==> src/rtl/dcache_pkg.sv <==
// Shared constants and state type for the D-cache refill buffer.
package dcache_pkg;

  localparam int LINE_BITS  = 256;
  localparam int BEAT_BITS  = 64;
  localparam int LINE_BEATS = LINE_BITS / BEAT_BITS;
  localparam int LINE_LANES = LINE_BITS / 8;
  localparam int BEAT_LANES = BEAT_BITS / 8;

  localparam logic [LINE_LANES-1:0] FULL_LINE_BE = '1;

  typedef enum logic [1:0] {
    ST_IDLE,
    ST_FILL,
    ST_WRITE
  } refill_state_e;

endpackage

==> src/rtl/dcache_refill_buffer_if.sv <==
// Request, bus-beat, store-probe, data-array and completion signals of the refill buffer.
interface dcache_refill_buffer_if #(
  parameter int DATA = dcache_pkg::LINE_BITS,
  parameter int ADDR = 8,
  parameter int BEAT = dcache_pkg::BEAT_BITS
);

  logic                req_valid;
  logic                req_ready;
  logic [ADDR-1:0]     req_index;
  logic [1:0]          req_crit;
  logic                beat_valid;
  logic                beat_ready;
  logic [BEAT-1:0]     beat_data;
  logic                beat_err;
  logic                st_valid;
  logic [ADDR-1:0]     st_index;
  logic [DATA-1:0]     st_data;
  logic [DATA/8-1:0]   st_byte_en;
  logic                st_hit;
  logic                arr_chip_en;
  logic                arr_write_en;
  logic [ADDR-1:0]     arr_addr;
  logic [DATA-1:0]     arr_write_data;
  logic [DATA/8-1:0]   arr_byte_chose;
  logic                arr_grant;
  logic                crit_valid;
  logic [BEAT-1:0]     crit_data;
  logic                done_valid;
  logic                done_err;

  modport master (
    output req_valid, req_index, req_crit, beat_valid, beat_data, beat_err,
           st_valid, st_index, st_data, st_byte_en, arr_grant,
    input  req_ready, beat_ready, st_hit, arr_chip_en, arr_write_en, arr_addr,
           arr_write_data, arr_byte_chose, crit_valid, crit_data, done_valid, done_err
  );

  modport slave (
    input  req_valid, req_index, req_crit, beat_valid, beat_data, beat_err,
           st_valid, st_index, st_data, st_byte_en, arr_grant,
    output req_ready, beat_ready, st_hit, arr_chip_en, arr_write_en, arr_addr,
           arr_write_data, arr_byte_chose, crit_valid, crit_data, done_valid, done_err
  );

endinterface

==> src/rtl/dcache_refill_merge.sv <==
// Byte-wise merge of one line slot: a store byte always wins, a bus beat only fills bytes no store has claimed.
module dcache_refill_merge
  import dcache_pkg::*;
#(
  parameter int BEAT  = BEAT_BITS,
  parameter int LANES = BEAT_LANES
) (
  input  logic [BEAT-1:0]  slot_data,
  input  logic [LANES-1:0] mask,
  input  logic             beat_we,
  input  logic [BEAT-1:0]  beat_data,
  input  logic             st_we,
  input  logic [BEAT-1:0]  st_data,
  input  logic [LANES-1:0] st_byte_en,
  output logic [BEAT-1:0]  merged_data,
  output logic [LANES-1:0] merged_mask
);

  always_comb begin
    merged_data = slot_data;
    merged_mask = mask;
    for (int b = 0; b < LANES; b++) begin
      if (st_we && st_byte_en[b]) begin
        merged_data[b*8 +: 8] = st_data[b*8 +: 8];
        merged_mask[b]        = 1'b1;
      end else if (beat_we && !mask[b]) begin
        merged_data[b*8 +: 8] = beat_data[b*8 +: 8];
      end
    end
  end

endmodule

==> src/rtl/dcache_refill_buffer.sv <==
// D-cache line-fill buffer: gathers four wrap-ordered beats, merges in-flight stores, writes the full line.
// Optional critical-beat forwarding is enabled by defining DCACHE_REFILL_CRIT_FWD_EN.
module dcache_refill_buffer
  import dcache_pkg::*;
#(
  parameter int DATA = LINE_BITS,
  parameter int ADDR = 8,
  parameter int BEAT = BEAT_BITS
) (
  input logic                    clk,
  input logic                    rst,
  dcache_refill_buffer_if.slave  bus
);

  localparam int BEATS      = DATA / BEAT;
  localparam int LANES      = DATA / 8;
  localparam int SLOT_LANES = BEAT / 8;

  refill_state_e    state;
  logic [ADDR-1:0]  index;
  logic [1:0]       ptr;
  logic [1:0]       cnt;
  logic             err;
  logic [DATA-1:0]  line;
  logic [LANES-1:0] mask;
  logic             req_ready_q;
  logic             beat_ready_q;
  logic             arr_en_q;
  logic             err_done_q;

  logic [DATA-1:0]  line_next;
  logic [LANES-1:0] mask_next;
  logic             req_acc;
  logic             beat_acc;
  logic             grant;
  logic             st_hit;

  assign req_acc  = bus.req_valid & req_ready_q;
  assign beat_acc = bus.beat_valid & beat_ready_q;
  assign grant    = arr_en_q & bus.arr_grant;
  // Stores stop merging in the grant cycle so the written line matches what the array captures.
  assign st_hit   = bus.st_valid & (bus.st_index == index) &
                    ((state == ST_FILL) | ((state == ST_WRITE) & ~grant));

  for (genvar k = 0; k < BEATS; k++) begin : g_slot
    dcache_refill_merge #(.BEAT(BEAT), .LANES(SLOT_LANES)) u_merge (
      .slot_data   (line[k*BEAT +: BEAT]),
      .mask        (mask[k*SLOT_LANES +: SLOT_LANES]),
      .beat_we     (beat_acc && (ptr == 2'(k))),
      .beat_data   (bus.beat_data),
      .st_we       (st_hit),
      .st_data     (bus.st_data[k*BEAT +: BEAT]),
      .st_byte_en  (bus.st_byte_en[k*SLOT_LANES +: SLOT_LANES]),
      .merged_data (line_next[k*BEAT +: BEAT]),
      .merged_mask (mask_next[k*SLOT_LANES +: SLOT_LANES])
    );
  end

  always_ff @(posedge clk or posedge rst) begin
    if (rst) begin
      state        <= ST_IDLE;
      index        <= '0;
      ptr          <= '0;
      cnt          <= '0;
      err          <= 1'b0;
      line         <= '0;
      mask         <= '0;
      req_ready_q  <= 1'b1;
      beat_ready_q <= 1'b0;
      arr_en_q     <= 1'b0;
      err_done_q   <= 1'b0;
    end else begin
      line       <= line_next;
      mask       <= mask_next;
      err_done_q <= 1'b0;
      case (state)
        ST_IDLE: begin
          if (req_acc) begin
            index        <= bus.req_index;
            ptr          <= bus.req_crit;
            cnt          <= '0;
            err          <= 1'b0;
            mask         <= '0;
            req_ready_q  <= 1'b0;
            beat_ready_q <= 1'b1;
            state        <= ST_FILL;
          end
        end
        ST_FILL: begin
          if (beat_acc) begin
            ptr <= ptr + 2'd1;
            cnt <= cnt + 2'd1;
            err <= err | bus.beat_err;
            if (cnt == 2'(BEATS - 1)) begin
              beat_ready_q <= 1'b0;
              state        <= ST_WRITE;
              if (err | bus.beat_err) begin
                err_done_q <= 1'b1;
              end else begin
                arr_en_q <= 1'b1;
              end
            end
          end
        end
        ST_WRITE: begin
          // An errored line is reported once and dropped without touching the array.
          if (err || grant) begin
            arr_en_q    <= 1'b0;
            req_ready_q <= 1'b1;
            state       <= ST_IDLE;
          end
        end
        default: begin
          state <= ST_IDLE;
        end
      endcase
    end
  end

  assign bus.req_ready      = req_ready_q;
  assign bus.beat_ready     = beat_ready_q;
  assign bus.st_hit         = st_hit;
  assign bus.arr_chip_en    = arr_en_q;
  assign bus.arr_write_en   = arr_en_q;
  assign bus.arr_addr       = arr_en_q ? index : '0;
  assign bus.arr_write_data = arr_en_q ? line : '0;
  assign bus.arr_byte_chose = arr_en_q ? FULL_LINE_BE : '0;
  assign bus.done_valid     = grant | err_done_q;
  assign bus.done_err       = err_done_q;

`ifdef DCACHE_REFILL_CRIT_FWD_EN
  logic            crit_valid_q;
  logic [BEAT-1:0] crit_data_q;
  logic            fwd;

  assign fwd = beat_acc & (cnt == 2'd0) & ~bus.beat_err;

  // The forwarded beat is taken after merging so a store already in the slot is visible to the load.
  always_ff @(posedge clk or posedge rst) begin
    if (rst) begin
      crit_valid_q <= 1'b0;
      crit_data_q  <= '0;
    end else begin
      crit_valid_q <= fwd;
      crit_data_q  <= fwd ? line_next[int'(ptr)*BEAT +: BEAT] : '0;
    end
  end

  assign bus.crit_valid = crit_valid_q;
  assign bus.crit_data  = crit_data_q;
`else
  assign bus.crit_valid = 1'b0;
  assign bus.crit_data  = '0;
`endif

endmodule
==> src/flat_wrapper.sv <==
// flat-port wrapper written by rule: the top's interface ports become plain ports
module dcache_refill_buffer_flat import dcache_pkg::*;
#(
  parameter int DATA = LINE_BITS,
  parameter int ADDR = 8,
  parameter int BEAT = BEAT_BITS
)
  (clk, rst, bus_req_valid, bus_req_index, bus_req_crit, bus_beat_valid, bus_beat_data, bus_beat_err, bus_st_valid, bus_st_index, bus_st_data, bus_st_byte_en, bus_arr_grant, bus_req_ready, bus_beat_ready, bus_st_hit, bus_arr_chip_en, bus_arr_write_en, bus_arr_addr, bus_arr_write_data, bus_arr_byte_chose, bus_crit_valid, bus_crit_data, bus_done_valid, bus_done_err);
  dcache_refill_buffer_if #(.DATA(DATA), .ADDR(ADDR), .BEAT(BEAT)) bus_i ();
  input logic clk;
  input logic rst;
  input wire logic [$bits(bus_i.req_valid)-1:0] bus_req_valid;
  input wire logic [$bits(bus_i.req_index)-1:0] bus_req_index;
  input wire logic [$bits(bus_i.req_crit)-1:0] bus_req_crit;
  input wire logic [$bits(bus_i.beat_valid)-1:0] bus_beat_valid;
  input wire logic [$bits(bus_i.beat_data)-1:0] bus_beat_data;
  input wire logic [$bits(bus_i.beat_err)-1:0] bus_beat_err;
  input wire logic [$bits(bus_i.st_valid)-1:0] bus_st_valid;
  input wire logic [$bits(bus_i.st_index)-1:0] bus_st_index;
  input wire logic [$bits(bus_i.st_data)-1:0] bus_st_data;
  input wire logic [$bits(bus_i.st_byte_en)-1:0] bus_st_byte_en;
  input wire logic [$bits(bus_i.arr_grant)-1:0] bus_arr_grant;
  output wire logic [$bits(bus_i.req_ready)-1:0] bus_req_ready;
  output wire logic [$bits(bus_i.beat_ready)-1:0] bus_beat_ready;
  output wire logic [$bits(bus_i.st_hit)-1:0] bus_st_hit;
  output wire logic [$bits(bus_i.arr_chip_en)-1:0] bus_arr_chip_en;
  output wire logic [$bits(bus_i.arr_write_en)-1:0] bus_arr_write_en;
  output wire logic [$bits(bus_i.arr_addr)-1:0] bus_arr_addr;
  output wire logic [$bits(bus_i.arr_write_data)-1:0] bus_arr_write_data;
  output wire logic [$bits(bus_i.arr_byte_chose)-1:0] bus_arr_byte_chose;
  output wire logic [$bits(bus_i.crit_valid)-1:0] bus_crit_valid;
  output wire logic [$bits(bus_i.crit_data)-1:0] bus_crit_data;
  output wire logic [$bits(bus_i.done_valid)-1:0] bus_done_valid;
  output wire logic [$bits(bus_i.done_err)-1:0] bus_done_err;
  assign bus_i.req_valid = bus_req_valid;
  assign bus_i.req_index = bus_req_index;
  assign bus_i.req_crit = bus_req_crit;
  assign bus_i.beat_valid = bus_beat_valid;
  assign bus_i.beat_data = bus_beat_data;
  assign bus_i.beat_err = bus_beat_err;
  assign bus_i.st_valid = bus_st_valid;
  assign bus_i.st_index = bus_st_index;
  assign bus_i.st_data = bus_st_data;
  assign bus_i.st_byte_en = bus_st_byte_en;
  assign bus_i.arr_grant = bus_arr_grant;
  assign bus_req_ready = bus_i.req_ready;
  assign bus_beat_ready = bus_i.beat_ready;
  assign bus_st_hit = bus_i.st_hit;
  assign bus_arr_chip_en = bus_i.arr_chip_en;
  assign bus_arr_write_en = bus_i.arr_write_en;
  assign bus_arr_addr = bus_i.arr_addr;
  assign bus_arr_write_data = bus_i.arr_write_data;
  assign bus_arr_byte_chose = bus_i.arr_byte_chose;
  assign bus_crit_valid = bus_i.crit_valid;
  assign bus_crit_data = bus_i.crit_data;
  assign bus_done_valid = bus_i.done_valid;
  assign bus_done_err = bus_i.done_err;
  dcache_refill_buffer #(.DATA(DATA), .ADDR(ADDR), .BEAT(BEAT)) u_core (.clk(clk), .rst(rst), .bus(bus_i));
endmodule
==> config.mk <==
export PLATFORM = sky130hd
export DESIGN_NAME = dcache_refill_buffer_flat
export DESIGN_NICKNAME = d
export VERILOG_FILES = /design/src/rtl/dcache_pkg.sv /design/src/rtl/dcache_refill_buffer_if.sv /design/src/rtl/dcache_refill_merge.sv /design/src/rtl/dcache_refill_buffer.sv /design/src/flat_wrapper.sv
export SDC_FILE = /design/constraint.sdc
export NUM_CORES = 1
export LEC_CHECK = 0
export BUFFER_PORTS_ARGS = -buffer_cell sky130_fd_sc_hd__buf_2
export CAP_MARGIN = 20
export CELL_PAD_IN_SITES_DETAIL_PLACEMENT = 0
export CELL_PAD_IN_SITES_GLOBAL_PLACEMENT = 1
export CORE_AREA = 2 2 290 292
export CTS_CLUSTER_DIAMETER = 40
export DETAILED_ROUTE_END_ITERATION = 8
export DIE_AREA = 0 0 292 294
export PLACE_DENSITY_LB_ADDON = 0.1
export SYNTH_ARGS = -nofsm -noshare
export SYNTH_HDL_FRONTEND = slang
export SYNTH_HIERARCHICAL = 1
export SYNTH_SLANG_ARGS = --single-unit
==> constraint.sdc <==
create_clock -name clk -period 13.8 [get_ports clk]
set_input_delay 0.69 -clock clk [delete_from_list [all_inputs] [get_ports clk]]
set_output_delay 0.69 -clock clk [all_outputs]
set_load 0.02 [all_outputs]
# Word level (Yosys, flattened, before mapping)

Cells that the tools add are included.

Register bits: 307
Output and inout port bits: 368
Logic and storage cells: 340

Add/subtract/negate cells: 2
Equal/unequal tests: 12
Multiplexer cells: 130
Bitwise operators: 10
Reduce and logical (&&, ||, !) cells: 144

Operator list:

| cell                  | number |
|---|---|
| $mux W8               | 65 |
| $mux W256             | 1 |
| $mux W32              | 3 |
| $reduce_bool A2 Y1    | 35 |
| $logic_and A1 B1 Y1   | 68 |
| $mux W1               | 46 |
| $logic_not A1 Y1      | 32 |
| $mux W2               | 8 |
| $eq A2 B2 Y1 const B  | 4 |
| $eq A8 B8 Y1          | 1 |
| $pmux W1 S2           | 4 |
| $pmux W2 S2           | 2 |
| $reduce_and A4 Y1     | 2 |
| $and A1 B1 Y1         | 6 |
| $ne A2 B2 Y1 const B  | 3 |
| $pmux W2 S3           | 1 |
| $reduce_and A3 Y1     | 2 |
| $reduce_and A5 Y1     | 1 |
| $add A2 B1 Y2 const B | 2 |
| $eq A2 B1 Y1 const B  | 2 |
| $logic_not A2 Y1      | 2 |
| $ne A2 B1 Y1 const B  | 2 |
| $or A1 B1 Y1          | 3 |
| $reduce_and A2 Y1     | 1 |
| 2 further kinds       | 2 |

# Logic depth before layout (Yosys ltp)

Depth after elaboration: 9
Depth in mapped cells: 8

# By module

Netlist, hierarchy kept.

Modules (own cells, without submodules):

| module               | instances | cells an instance | area an instance (sq um) |
|---|---|---|---|
| dcache_refill_buffer | 1         | 823               | 10973.0 |
| dcache_refill_merge  | 4         | 240               | 1565.3 |

# Worst setup path after synthesis

No wires, ideal clock.

Path type: register to register
Start point: register u_core.arr_en_q, in the netlist u_core/bus.arr_chip_en
End point: register u_core.line[101]
Arrival time: 3.694 ns
Path slack: 9.984 ns
Stages on the path, launching flop included: 8
Clock period less this slack: 3.816 ns
Path through: dfrtp_1 -> nand2_1 -> a21oi_1 -> nor4_1 -> and2_1 -> buf_4 -> buf_4 -> o21ai_1

Word-level cells in the longest chain between the ends: 7
Elaborated cells between the ends (all ways): 8
Those cells by class: mux (1); bitwise (5); reduce/logical (2)

RTL lines:

| item                      | RTL line                    | source |
|---|---|---|
| from (decl)               | dcache_refill_buffer.sv:28  | `logic arr_en_q;` |
| from (signal assigned)    | dcache_refill_buffer.sv:70  | `arr_en_q <= 1'b0;` |
| from (signal assigned)    | dcache_refill_buffer.sv:100 | `arr_en_q <= 1'b1;` |
| from (signal assigned)    | dcache_refill_buffer.sv:108 | `arr_en_q <= 1'b0;` |
| $and A1 B1 Y1             | dcache_refill_buffer.sv:40  | `assign grant = arr_en_q & bus.arr_grant;` |
| $not A1 Y1                | dcache_refill_buffer.sv:43  | `((state == ST_FILL) \| ((state == ST_WRITE) & ~grant));` |
| $and A1 B1 Y1             | dcache_refill_buffer.sv:43  |  |
| $or A1 B1 Y1              | dcache_refill_buffer.sv:43  |  |
| $and A1 B1 Y1             | dcache_refill_buffer.sv:42  | `assign st_hit = bus.st_valid & (bus.st_index == index) &` |
| via bus_st_hit            | flat_wrapper.sv:25          | `output wire logic [$bits(bus_i.st_hit)-1:0] bus_st_hit;` |
| $logic_and A1 B1 Y1       | dcache_refill_merge.sv:23   | `if (st_we && st_byte_en[b]) begin` |
| $mux W8                   | dcache_refill_merge.sv:23   |  |
| via u_core.line_next[101] | dcache_refill_buffer.sv:31  | `logic [DATA-1:0] line_next;` |
| to (signal assigned)      | dcache_refill_buffer.sv:73  | `line <= line_next;` |
| to (decl)                 | dcache_refill_buffer.sv:24  | `logic [DATA-1:0] line;` |

The timed path passes the listed nets, and every way through them passes these cells.
A chain may end at the register's enable or synchronous reset.

# Worst setup path in the final report

Start point: register u_core.index[6]
End point: output port bus_st_hit

Word-level cells in the longest chain between the ends: 3

RTL lines:

| item                        | RTL line                   | source |
|---|---|---|
| from (decl)                 | dcache_refill_buffer.sv:20 | `logic [ADDR-1:0] index;` |
| from (signal assigned)      | dcache_refill_buffer.sv:79 | `index <= bus.req_index;` |
| $eq A8 B8 Y1                | dcache_refill_buffer.sv:42 |  |
| $and A1 B1 Y1 (2 in series) | dcache_refill_buffer.sv:42 |  |
| to (decl)                   | flat_wrapper.sv:25         |  |

No other way between the ends.

==> impl_metrics.json <==
{
  "status": "finished, final reports clean",
  "reg2reg_depth": 7,
  "min_to": "u_core/index[3]$_DFFE_PP0P_",
  "path_class": "flip-flop to output pin",
  "grt_antenna_before_repair": 23,
  "synth_edf_count": 0,
  "relSlewSlack_pct": 37.4,
  "pin_count": 745,
  "vdd_drop_max_v": 0.0000861,
  "power_mw": 2.97,
  "place_hpwl_um": 54800,
  "ys_ff_latch": 307,
  "hold_depth": 3,
  "nNetsFinal": 2775,
  "ys_seq_area_share_pct": 44.6,
  "grt_usage_pct": 16.7,
  "grt_first_pass_wirelength_um": 106000,
  "fin_setup_tns_ps": 0,
  "yosys_warnings": 6,
  "wl_per_cell_um": 20.8,
  "regArea_um2": 7690,
  "cp.arrival_ps": 3170,
  "drt_wl_total_um": 73900,
  "die_h_um": 294,
  "post_cts_resized": 0,
  "filler_cell_count": 9035,
  "ctsHoldBuffers": 0,
  "htree_levels": 3,
  "hold_path_class": "input pin to flip-flop",
  "worstMarginPinSlew_ps": 939,
  "syn_area_per_cell_um2": 9.67,
  "layout-drive-gt1-share_pct": 35.2,
  "ys.flop_type": "dfrtp_1",
  "clk_pin_slew_ps": 50,
  "area_growth_pct": 36.0,
  "portBuffers": 679,
  "root_buffer": "clkbuf_16",
  "synthesis.area_um2": 17200,
  "firstDrtPassIters": 5,
  "leakagePower_nw": 13.6,
  "drcViolationCount": 0,
  "vias": 14600,
  "cellPowerDensity_nw_per_um2": 127,
  "multi_input_area_um2": 8040,
  "core-area_um2": 82900,
  "place_congestion": 0.801,
  "cts-buffers-inserted": 86,
  "slew_violations": 0,
  "min_period_ps": 3860,
  "start_kind": "flip-flop",
  "final_util_pct": 28.3,
  "initial_core_util_pct": 20.8,
  "ys_types": 36,
  "fin_hold_ws_ps": 274,
  "max_cap_violations": 0,
  "r2r_setup_slack_ps": 10500,
  "critPathRequiredTime_ps": 13110,
  "max_freq_ghz": 0.259,
  "setup_viol": 0,
  "synth_cells": 1783,
  "grt_max_degree": 138,
  "rsz0062_at_grt": "false",
  "cp_max_fo": 33,
  "rr_startpoint": "u_core/index[6]$_DFFE_PP0P_",
  "period_share_pct": 28.0,
  "cts_tree": "yes",
  "cts.sinks": 307,
  "overflow": 0,
  "rows": 106,
  "worstReg2RegEnd": "u_core/mask[26]$_DFF_PP0_",
  "dp_cells": 3383,
  "worstSetupEndpointType": "output pin",
  "hold_viol": 0,
  "hold_start": "bus_req_index[3]",
  "finalNonFillerCells": 3549,
  "postCtsSetupBuffers": 0,
  "grt_pass1_vias": 15500,
  "postSynth.asyncResetShare_pct": 100,
  "drtAntennaViolNets": 0,
  "drt_iter0_markers": 624,
  "die_w_um": 292,
  "dieArea_um2": 85800,
  "routed_via_density": 4.12,
  "cts_max_path_buffers": 3,
  "clk_latency_ps": 610,
  "fin_skew_ps": 33.5
}
[cell families after synthesis]
| kind of cell | share of synthesized area [%] |
|---|---|
| and+or+nand+nor | 21.3 |
| adders and majority gates | 0.363 |
| DFF | 44.6 |
| buffers and inverters | 10.3 |
| muxes | 15.0 |
| other | 0.0218 |
| AOI/OAI and AO/OA | 7.98 |
| xor gates and xnor gates | 0.407 |
[cells in the mapped netlist (all sizes together) (3+ instances only)]
cell    number  area, um2
inv          6       22.5
ha           5       62.6
xnor2        8       70.1
buf        201       1640
and3         4       25.0
clkbuf      29        113
nand2b      34        213
nor2         4       22.5
mux2i      257       2570
or2         32        200
nand2      286       1070
a21oi        4       20.0
o21ai      257       1290
and2       328       2050
nand3        3       15.0
dfrtp      306       7660
[worst max-delay path by stage]
| stage | from | end | slack, ps |
|---|---|---|---|
| 6_report | u_core/index[6]$_DFFE_PP0P_ | bus_st_hit | 9940 |
| 3_5_place_dp | bus_st_index[6] | u_core/mask[16]$_DFF_PP0_ | 10080 |
| 4_1_cts | u_core/index[6]$_DFFE_PP0P_ | bus_st_hit | 9810 |
| 5_1_grt | u_core/index[6]$_DFFE_PP0P_ | bus_st_hit | 9730 |
| 3_3_place_gp | bus_st_index[6] | u_core/mask[6]$_DFF_PP0_ | 10080 |
| 2_1_floorplan | rst | u_core/bus.arr_chip_en$_DFFE_PP0P_ | 4620 |
[critical path, stage by stage, from the launching register on]
cell,delay (ps)
dfrtp_1,410
xnor2_1,680
nand4_1,410
nor4_2,230
buf_4,530
buf_2,280
[metrics by stage]
stage,cell area [um2],setup slack [ps]
detailed placement,20600,10080
CTS,23400,9810
finish,23400,9940
floorplan,17500,4620
global placement,20600,10080
global route,23400,9730
[metal layers]
metal	track usage [%]	routed length, um
met5	0	115
met4	5.43	1760
met3	4.92	4920
met2	29.9	38000
met1	18.8	29100
[state kept, by name, summed over array words and instances, names as in the netlist]
name,cells
u_core/bus.arr_chip_en,1
u_core/index,8
u_core/bus.beat_ready,1
u_core/cnt,2
u_core/ptr,2
u_core/mask,32
u_core/state,2
u_core/bus.req_ready,1
u_core/bus.done_err,1
u_core/err,1
u_core/line,256
[where the power goes]
group          switching (mW)  internal (mW)  leakage (nW)
registers              0.0123          0.928          4.25
clock network           0.617           1.27          1.33
logic                  0.0856         0.0587          8.03
total                   0.715           2.25          13.6
[layout make-up]
cell class,count,share of cell area (%)
clock buffers,118,10.3
diodes,12,0.128
clock inverters,34,1.53
multi-input cells,1304,34.3
flip-flops and latches,307,32.8
well taps,1080,5.77
inverters,6,0.128
repair buffers,688,15.1
[layout by cell type, fill, tap and decap left out, types with 8 or more instances in the layout]
| cell | count |
|---|---|
| buf_2 | 679 |
| and2_1 | 328 |
| dfrtp_1 | 305 |
| nand2_1 | 286 |
| mux2i_1 | 257 |
| o21ai_0 | 189 |
| clkbuf_16 | 86 |
| o21ai_1 | 68 |
| conb_1 | 65 |
| nand2b_1 | 34 |
| or2_2 | 32 |
| clkbuf_1 | 18 |
| clkbuf_8 | 14 |
| clkinv_2 | 14 |
| diode_2 | 12 |
| clkinvlp_4 | 10 |
| xnor2_1 | 8 |
Power figures use the tool's default switching activity.
